## src/rtl/boot_sequencer.sv

```systemverilog
// Boot loader sequencer: holds the CPU in reset, then accepts a framed image
// (header, N payload words, checksum) and writes the payload into instruction ROM.
module boot_sequencer #(
  parameter int          HOLD_CYCLES = 16,
  parameter logic [15:0] MAGIC       = 16'hB007
) (
  input  logic        clk,
  input  logic        reset,
  input  logic        load_req,
  input  logic        word_valid,
  input  logic [31:0] word_data,
  output logic        rom_wEn,
  output logic [11:0] rom_waddr,
  output logic [31:0] rom_wdata,
  output logic        cpu_reset,
  output logic        loader_ready,
  output logic [12:0] word_count,
  output logic        boot_done,
  output logic        error
);

  localparam int HCW = (HOLD_CYCLES > 1) ? $clog2(HOLD_CYCLES) : 1;

  typedef enum logic [2:0] {S_HOLD, S_RUN, S_HDR, S_LOAD, S_CHK, S_ERR} state_t;

  state_t          state, state_nxt;
  logic [HCW-1:0]  hold_cnt;
  logic            load_req_d;
  logic            load_rise;
  logic            restart;
  logic            hold_end;
  logic [12:0]     n_words;
  logic [12:0]     word_cnt;
  logic [31:0]     sum;
  logic            take_hdr;
  logic            take_word;
  logic            chk_pass;
  logic [15:0]     hdr_magic;
  logic [12:0]     hdr_n;
  logic            vld_p1;
  logic [11:0]     waddr_p1;
  logic [31:0]     wdata_p1;
  logic            done_p1;

  function automatic logic header_ok(input logic [15:0] magic, input logic [12:0] n);
    return (magic == MAGIC) && (n != 13'd0) && (n <= 13'd4096);
  endfunction

  assign hdr_magic = word_data[31:16];
  assign hdr_n     = word_data[12:0];
  assign load_rise = load_req && !load_req_d;
  // A request edge anywhere but HOLD (re)starts a load from the header.
  assign restart   = load_rise && (state != S_HOLD);
  assign hold_end  = (hold_cnt == HCW'(HOLD_CYCLES - 1));

  always_comb begin
    state_nxt = state;
    take_hdr  = 1'b0;
    take_word = 1'b0;
    chk_pass  = 1'b0;
    case (state)
      S_HOLD: if (hold_end) state_nxt = S_RUN;
      S_RUN:  if (load_rise) state_nxt = S_HDR;
      S_HDR: begin
        if (restart) state_nxt = S_HDR;
        else if (word_valid) begin
          if (header_ok(hdr_magic, hdr_n)) begin
            take_hdr  = 1'b1;
            state_nxt = S_LOAD;
          end else begin
            state_nxt = S_ERR;
          end
        end
      end
      S_LOAD: begin
        if (restart) state_nxt = S_HDR;
        else if (word_valid) begin
          take_word = 1'b1;
          if (word_cnt + 13'd1 == n_words) state_nxt = S_CHK;
        end
      end
      S_CHK: begin
        if (restart) state_nxt = S_HDR;
        else if (word_valid) begin
          if (word_data == sum) begin
            chk_pass  = 1'b1;
            state_nxt = S_HOLD;
          end else begin
            state_nxt = S_ERR;
          end
        end
      end
      S_ERR:   if (load_rise) state_nxt = S_HDR;
      default: state_nxt = S_HOLD;
    endcase
  end

  always_ff @(posedge clk or negedge reset) begin
    if (!reset) begin
      state      <= S_HOLD;
      hold_cnt   <= '0;
      load_req_d <= 1'b0;
      word_cnt   <= '0;
      sum        <= '0;
      vld_p1     <= 1'b0;
      waddr_p1   <= '0;
      wdata_p1   <= '0;
      done_p1    <= 1'b0;
    end else begin
      state      <= state_nxt;
      load_req_d <= load_req;
      hold_cnt   <= (state == S_HOLD && !hold_end) ? hold_cnt + 1'b1 : '0;
      vld_p1     <= take_word;
      done_p1    <= chk_pass;
      if (restart || take_hdr) begin
        word_cnt <= '0;
        sum      <= '0;
      end else if (take_word) begin
        word_cnt <= word_cnt + 13'd1;
        sum      <= sum + word_data;
      end
      // ---- p1: ROM write stage, one cycle after the accepted word
      if (take_word) begin
        waddr_p1 <= word_cnt[11:0];
        wdata_p1 <= word_data;
      end
    end
  end

  always_ff @(posedge clk) begin
    if (take_hdr) n_words <= hdr_n;
  end

  assign rom_wEn      = vld_p1;
  assign rom_waddr    = waddr_p1;
  assign rom_wdata    = wdata_p1;
  assign boot_done    = done_p1;
  assign word_count   = word_cnt;
  assign cpu_reset    = (state != S_RUN);
  assign error        = (state == S_ERR);
  assign loader_ready = (state == S_HDR) || (state == S_LOAD) || (state == S_CHK);

endmodule

```

## config.mk

```make
export PLATFORM = sky130hd
export DESIGN_NAME = boot_sequencer
export DESIGN_NICKNAME = d
export VERILOG_FILES = /design/src/rtl/boot_sequencer.sv
export SDC_FILE = /design/constraint.sdc
export NUM_CORES = 1
export LEC_CHECK = 0
export CORE_UTILIZATION = 50
export CTS_CLUSTER_DIAMETER = 60
export DETAILED_ROUTE_END_ITERATION = 6
export GPL_ROUTABILITY_DRIVEN = 0
export PLACE_DENSITY = 0.75
export SYNTH_ARGS = -nofsm -noshare
export SYNTH_HDL_FRONTEND = slang
export SYNTH_SLANG_ARGS = --single-unit
export TNS_END_PERCENT = 20
```

## constraint.sdc

```tcl
create_clock -name clk -period 3.7 [get_ports clk]
set_input_delay 0.925 -clock clk [delete_from_list [all_inputs] [get_ports clk]]
set_output_delay 0.925 -clock clk [all_outputs]
set_load 0.02 [all_outputs]
```

==> impl_metrics.toml, run 1 <==
[routing]
vias_per_cell = 5.53
drtIter0Drc = 424
drtAntennaViolNets = 0
route.met3.wl_um = 661
drtPass1Iterations = 5
met2WireLength_mm = 7.33
routed_wl_mm = 15.5
dr_total_vias = 5538
drc_errors = 0
wl_per_cell_um = 15.4
wl_met1_mm = 7.06
top_layer = "met4"

[setup_path]
worstPathMaxFanout = 4
path_class = "primary input to flip-flop"
worstPathArrival_ps = 3800
crit_start = "word_data[6]"
regToRegStartpoint = "word_count[0]"
cp_data_required_time_ps = 3950
critPathLaunchType = "primary input"
endpoint_kind = "flip-flop"

[global_route]
gr-total-overflow = 0
grt_pass1_wl_mm = 25.6
grt_pass1_vias = 5316
antenna_found_initial = 0
grt_start_max_net_pins = 51
grt_use_total = 0.251

[finish]
num-fill-cells = 1028
layout_commonest_cell = "nand2_1"
design_area_mm2 = 0.00803
layout_common_cells = "nand2_1 (186), dfrtp_1 (99), clkdlybuf4s50_1 (96), o21ai_0 (58), buf_4 (42)"
antenna_cells = 0
finalNetCount = 899
area_delta_synth_final_pct = 27.7
drive_gt1_frac = 0.0911

[yosys]
synthDistinctLibCells = 61
netlist_area_mm2 = 0.00629
yosys_register_bits = 112
synth_warnings = 0
synthSimpleGateAreaFrac = 0.216
synthesis.instances = 705
synthMuxAreaShare = 0.00497
synth_top_family_by_area = "simple AND/OR/NAND/NOR gates"
synth_async_sr_flop_share = 0.884
synth_xor_area_frac = 0.0738
seq_area_frac_synth = 0.456
synth_fp_nets = 775
synth_edf_count = 13
syn_area_per_cell_um2 = 8.92
synth_compound_area_frac = 0.155
synth_fa_ha_area_frac = 0.0688
synthFlopType = "dfrtp_1"

[clock_tree]
cts_buffers = 9
cts_tree = "built"
cts-root-buf = "clkbuf_16"
clk_latency_ps = 360
clockBufferDepth = 2
clk_pin_slew_ps = 70
postCtsResizedCells = 0
cts_sinks = 112
cts_setup_buffers = 0
cts_htree_levels = 3
hold_buffers = 0

[placement]
placed_cell_area_mm2 = 0.00771
hpwl_mm = 11.6
port_buffers = 97

[floorplan]
die_x_um = 114
initial_core_util = 0.519
core_area_mm2 = 0.0121
dieHeight_um = 114
dieArea_mm2 = 0.0130
rows = 40
ioPinCount = 98

[sta]
fin_crit_sh = 0.961
period_minus_slack_ps = 3560
relSlewSlack = 0.567
fin_tns_setup_ps = 0
max_freq_mhz = 281
final-hold-violation-count = 0
drv_slew = 0
fin_skew_ps = 6.67
setup_viol = 0
worst_pin_slew_ps = 650
rsz0062_at_grt = "no"

[power]
total_power_mw = 5.38
power.density_mw_per_mm2 = 670
leakage_nw = 3.65
ir_drop_mv = 0.297

[worst_hold_path]
hold_path.class = "flip-flop to flip-flop"
min_from = "rom_wdata[25]"

[status]
status = "complete, no violations"

[job]
maxCapViolations = 0
[cell usage after synthesis, types with 2 or more instances]
master | instances | area, um^2
o21ai_0 | 58 | 290
o21ai_1 | 5 | 25.0
clkbuf_1 | 24 | 90.1
nor2_1 | 38 | 143
ha_1 | 33 | 413
nand3_1 | 17 | 85.1
a21oi_1 | 36 | 180
nor3_2 | 2 | 20.0
nor2b_1 | 4 | 25.0
nand2_1 | 186 | 698
o2111ai_1 | 2 | 17.5
nor3_1 | 12 | 60.1
nand4_1 | 3 | 18.8
a22o_1 | 5 | 43.8
xnor2_1 | 37 | 324
nor4_1 | 14 | 87.6
and2_1 | 4 | 25.0
mux2i_1 | 2 | 20.0
o221ai_1 | 2 | 17.5
a31oi_1 | 3 | 18.8
xor2_1 | 16 | 140
and3_1 | 5 | 31.3
buf_2 | 3 | 15.0
or3_1 | 4 | 25.0
o21bai_1 | 6 | 45.0
inv_1 | 13 | 48.8
a211oi_1 | 4 | 30.0
o31ai_1 | 3 | 22.5
o211ai_1 | 3 | 22.5
edfxtp_1 | 13 | 390
nand4b_1 | 2 | 17.5
a2111oi_2 | 2 | 30.0
a21o_1 | 10 | 75.1
o21a_1 | 3 | 22.5
nand2b_1 | 6 | 37.5
nand3_2 | 2 | 20.0
dfrtp_1 | 99 | 2480
[critical path, stage by stage]
cell and delay, ps:
clkdlybuf4s50_1 510, ha_1 410, o211ai_1 150, a2111oi_2 430, a211oi_2 160, o31ai_2 400
a211o_2 240, mux2i_1 240, nor3_1 90, o21ai_1 150, o21ai_1 100
[path summary, 6_finish.rpt]
kind / endpoint / slack [ps] / depth (start not counted)
worst min-delay path: rom_wdata[25] / 470 / 2
max in group asynchronous: rom_wdata[23] / 2410 / 2
worst max register to register: state[0] / 800 / 10
min in group asynchronous: rom_wdata[6] / 580 / 1
worst min register to register: rom_wdata[25] / 470 / 2
worst max-delay path: sum[31] / 140 / 11
[routing by layer]
layer | global-route usage | vias up
met5 | 0 | -
met1 | 0.334 | 2626
met2 | 0.405 | 166
li1 | - | 2712
met3 | 0.0360 | 34
met4 | 0.120 | 0
[cells by family after synthesis]
logic type / count (synthesis)
adders and majority gates: 34
and+or+nand+nor: 307
xor gates and xnor gates: 53
buffers and inverters: 40
AOI/OAI and AO/OA: 156
muxes: 3
DFF: 112
[final cells by class]
type | instances | area [um^2] | share of cell area
sequential | 112 | 2870 | 0.357
multi-input combinational | 553 | 3270 | 0.407
clock inverter | 3 | 47.5 | 0.00592
inverter | 13 | 48.8 | 0.00608
timing repair buffer | 140 | 1320 | 0.164
clock buffer | 13 | 270 | 0.0337
tap | 168 | 210 | 0.0262
[state kept, by name (all words and copies together), names as in the netlist]
name	cells
rom_wEn	1
n_words	13
rom_waddr	12
load_req_d	1
word_count	13
boot_done	1
state	3
rom_wdata	32
sum	32
hold_cnt	4
[report_power, final]
part	switching, mW	internal [mW]	total, mW
logic	1.39	1.15	2.54
clock network	0.455	0.585	1.04
registers	0.224	1.57	1.80
[metrics by stage]
stage	std cells	setup WS, ps	hold WS (ps)	util
2_1_floorplan	705	610	432	-
3_3_place_gp	986	15.7	446	0.637
3_5_place_dp	986	-175	463	0.637
4_1_cts	1002	209	480	0.663
5_1_grt	1002	34.5	501	0.663
6_report	1002	143	474	0.663
No activity file was read; power rests on OpenSTA's default activity.
==> run 2: changes to the inputs <==
--- a/config.mk
+++ b/config.mk
@@ -9,7 +9,10 @@
 export CTS_CLUSTER_DIAMETER = 60
 export DETAILED_ROUTE_END_ITERATION = 6
 export GPL_ROUTABILITY_DRIVEN = 0
+export HOLD_SLACK_MARGIN = 0.03
+export MAX_ROUTING_LAYER = met4
 export PLACE_DENSITY = 0.75
+export SKIP_CTS_REPAIR_TIMING = 1
 export SYNTH_ARGS = -nofsm -noshare
 export SYNTH_HDL_FRONTEND = slang
 export SYNTH_SLANG_ARGS = --single-unit
==> impl_metrics.toml, run 2 (synthesis gave the netlist of run 1 again) <==
[clock_tree]
cts-root-buf = "clkbuf_16"
cts_htree_levels = 3
cts_buffers = 9
cts_tree = "built"
clockBufferDepth = 2
clk_latency_ps = 370
cts_sinks = 112
clk_pin_slew_ps = 70

[floorplan]
die_x_um = 114
core_area_mm2 = 0.0121
ioPinCount = 98
dieArea_mm2 = 0.0130
rows = 40
initial_core_util = 0.519
dieHeight_um = 114

[finish]
fin_cells = 1002
finalNetCount = 899
antenna_cells = 0
num-fill-cells = 1028
postLayoutCoreUtil = 0.663
layout_common_cells = "nand2_1 (186), dfrtp_1 (99), clkdlybuf4s50_1 (96), o21ai_0 (58), buf_4 (42)"
drive_gt1_frac = 0.0911
layout_commonest_cell = "nand2_1"
area_delta_synth_final_pct = 27.7
design_area_mm2 = 0.00803

[placement]
dp.cells = 986
post-place-ws_ps = -175
placed_cell_area_mm2 = 0.00771
hpwl_mm = 11.6
port_buffers = 97

[sta]
period_minus_slack_ps = 3570
final-hold-violation-count = 0
fin_skew_ps = 5.81
worst_pin_slew_ps = 646
max_freq_mhz = 280
fin_crit_sh = 0.965
setup_viol = 0
drv_slew = 0
relSlewSlack = 0.569
rsz0062_at_grt = "no"
setup_slack_ps = 128

[routing]
drtAntennaViolNets = 0
drtPass1Iterations = 5
dr_total_vias = 5531
drtIter0Drc = 438
wl_per_cell_um = 15.4
drc_errors = 0
routed_wl_mm = 15.4
vias_per_cell = 5.52

[setup_path]
cp_data_required_time_ps = 3950
worstPathMaxFanout = 4
critPathLaunchType = "primary input"
rr_worst_depth = 10
path_class = "primary input to flip-flop"
endpoint_kind = "flip-flop"
worstPathArrival_ps = 3820

[global_route]
grt_start_max_net_pins = 51
grt_pass1_wl_mm = 25.6
antenna_found_initial = 0
grt_use_total = 0.258
gr-total-overflow = 0
grt_pass1_vias = 5311

[job]
maxCapViolations = 0

[power]
power.density_mw_per_mm2 = 670
total_power_mw = 5.38
leakage_nw = 3.65
ir_drop_mv = 0.296

[worst_hold_path]
hold_depth = 2
hold_path.class = "flip-flop to flip-flop"

[status]
status = "complete, no violations"
-- run 2: metrics by stage --
step                TNS [ps]  hold WS, ps
detailed placement      -694          463
CTS                        0          480
global route               0          501
global placement           0          446
floorplan                  0          432
finish                     0          474
-- run 2: where the power goes --
part           leakage [nW]  internal, mW  switching, mW
registers              1.43          1.57          0.224
clock network         0.156         0.585          0.458
logic                  2.06          1.15           1.39
-- run 2: metal layers --
metal | part of all wire | wire [um] | track usage | vias up
li1 | - | - | - | 2713
met1 | 0.46 | 7050 | 0.334 | 2626
met2 | 0.47 | 7270 | 0.405 | 163
met3 | 0.046 | 712 | 0.0386 | 29
met4 | 0.025 | 388 | 0.115 | 0
met5 | 0 | 0 | - | -
-- run 2: layout make-up --
type | count | area, um^2 | share of cell area
Inverter | 13 | 48.8 | 0.00608
Sequential cell | 112 | 2870 | 0.357
Clock inverter | 3 | 47.5 | 0.00592
Timing Repair Buffer | 140 | 1320 | 0.164
Tap cell | 168 | 210 | 0.0262
Clock buffer | 13 | 270 | 0.0337
Multi-Input combinational cell | 553 | 3270 | 0.407
-- run 2: worst max-delay path, stage by stage --
cell             delay (ps)
clkdlybuf4s50_1         510
ha_1                    410
o211ai_1                150
a2111oi_2               430
a211oi_2                160
o31ai_2                 410
a211o_2                 240
mux2i_1                 240
nor3_1                   80
o21ai_1                 150
o21ai_1                 100
-- run 2: final timing paths --
kind | from | slack, ps | to
setup / recovery | word_data[6] | 130 | sum[31]
hold / removal | rom_wdata[25] | 470 | rom_wdata[25]
setup reg to reg | word_count[0] | 820 | state[0]
hold reg to reg | rom_wdata[25] | 470 | rom_wdata[25]
max in group asynchronous | reset | 2420 | rom_wdata[29]
min in group asynchronous | reset | 580 | rom_wdata[6]
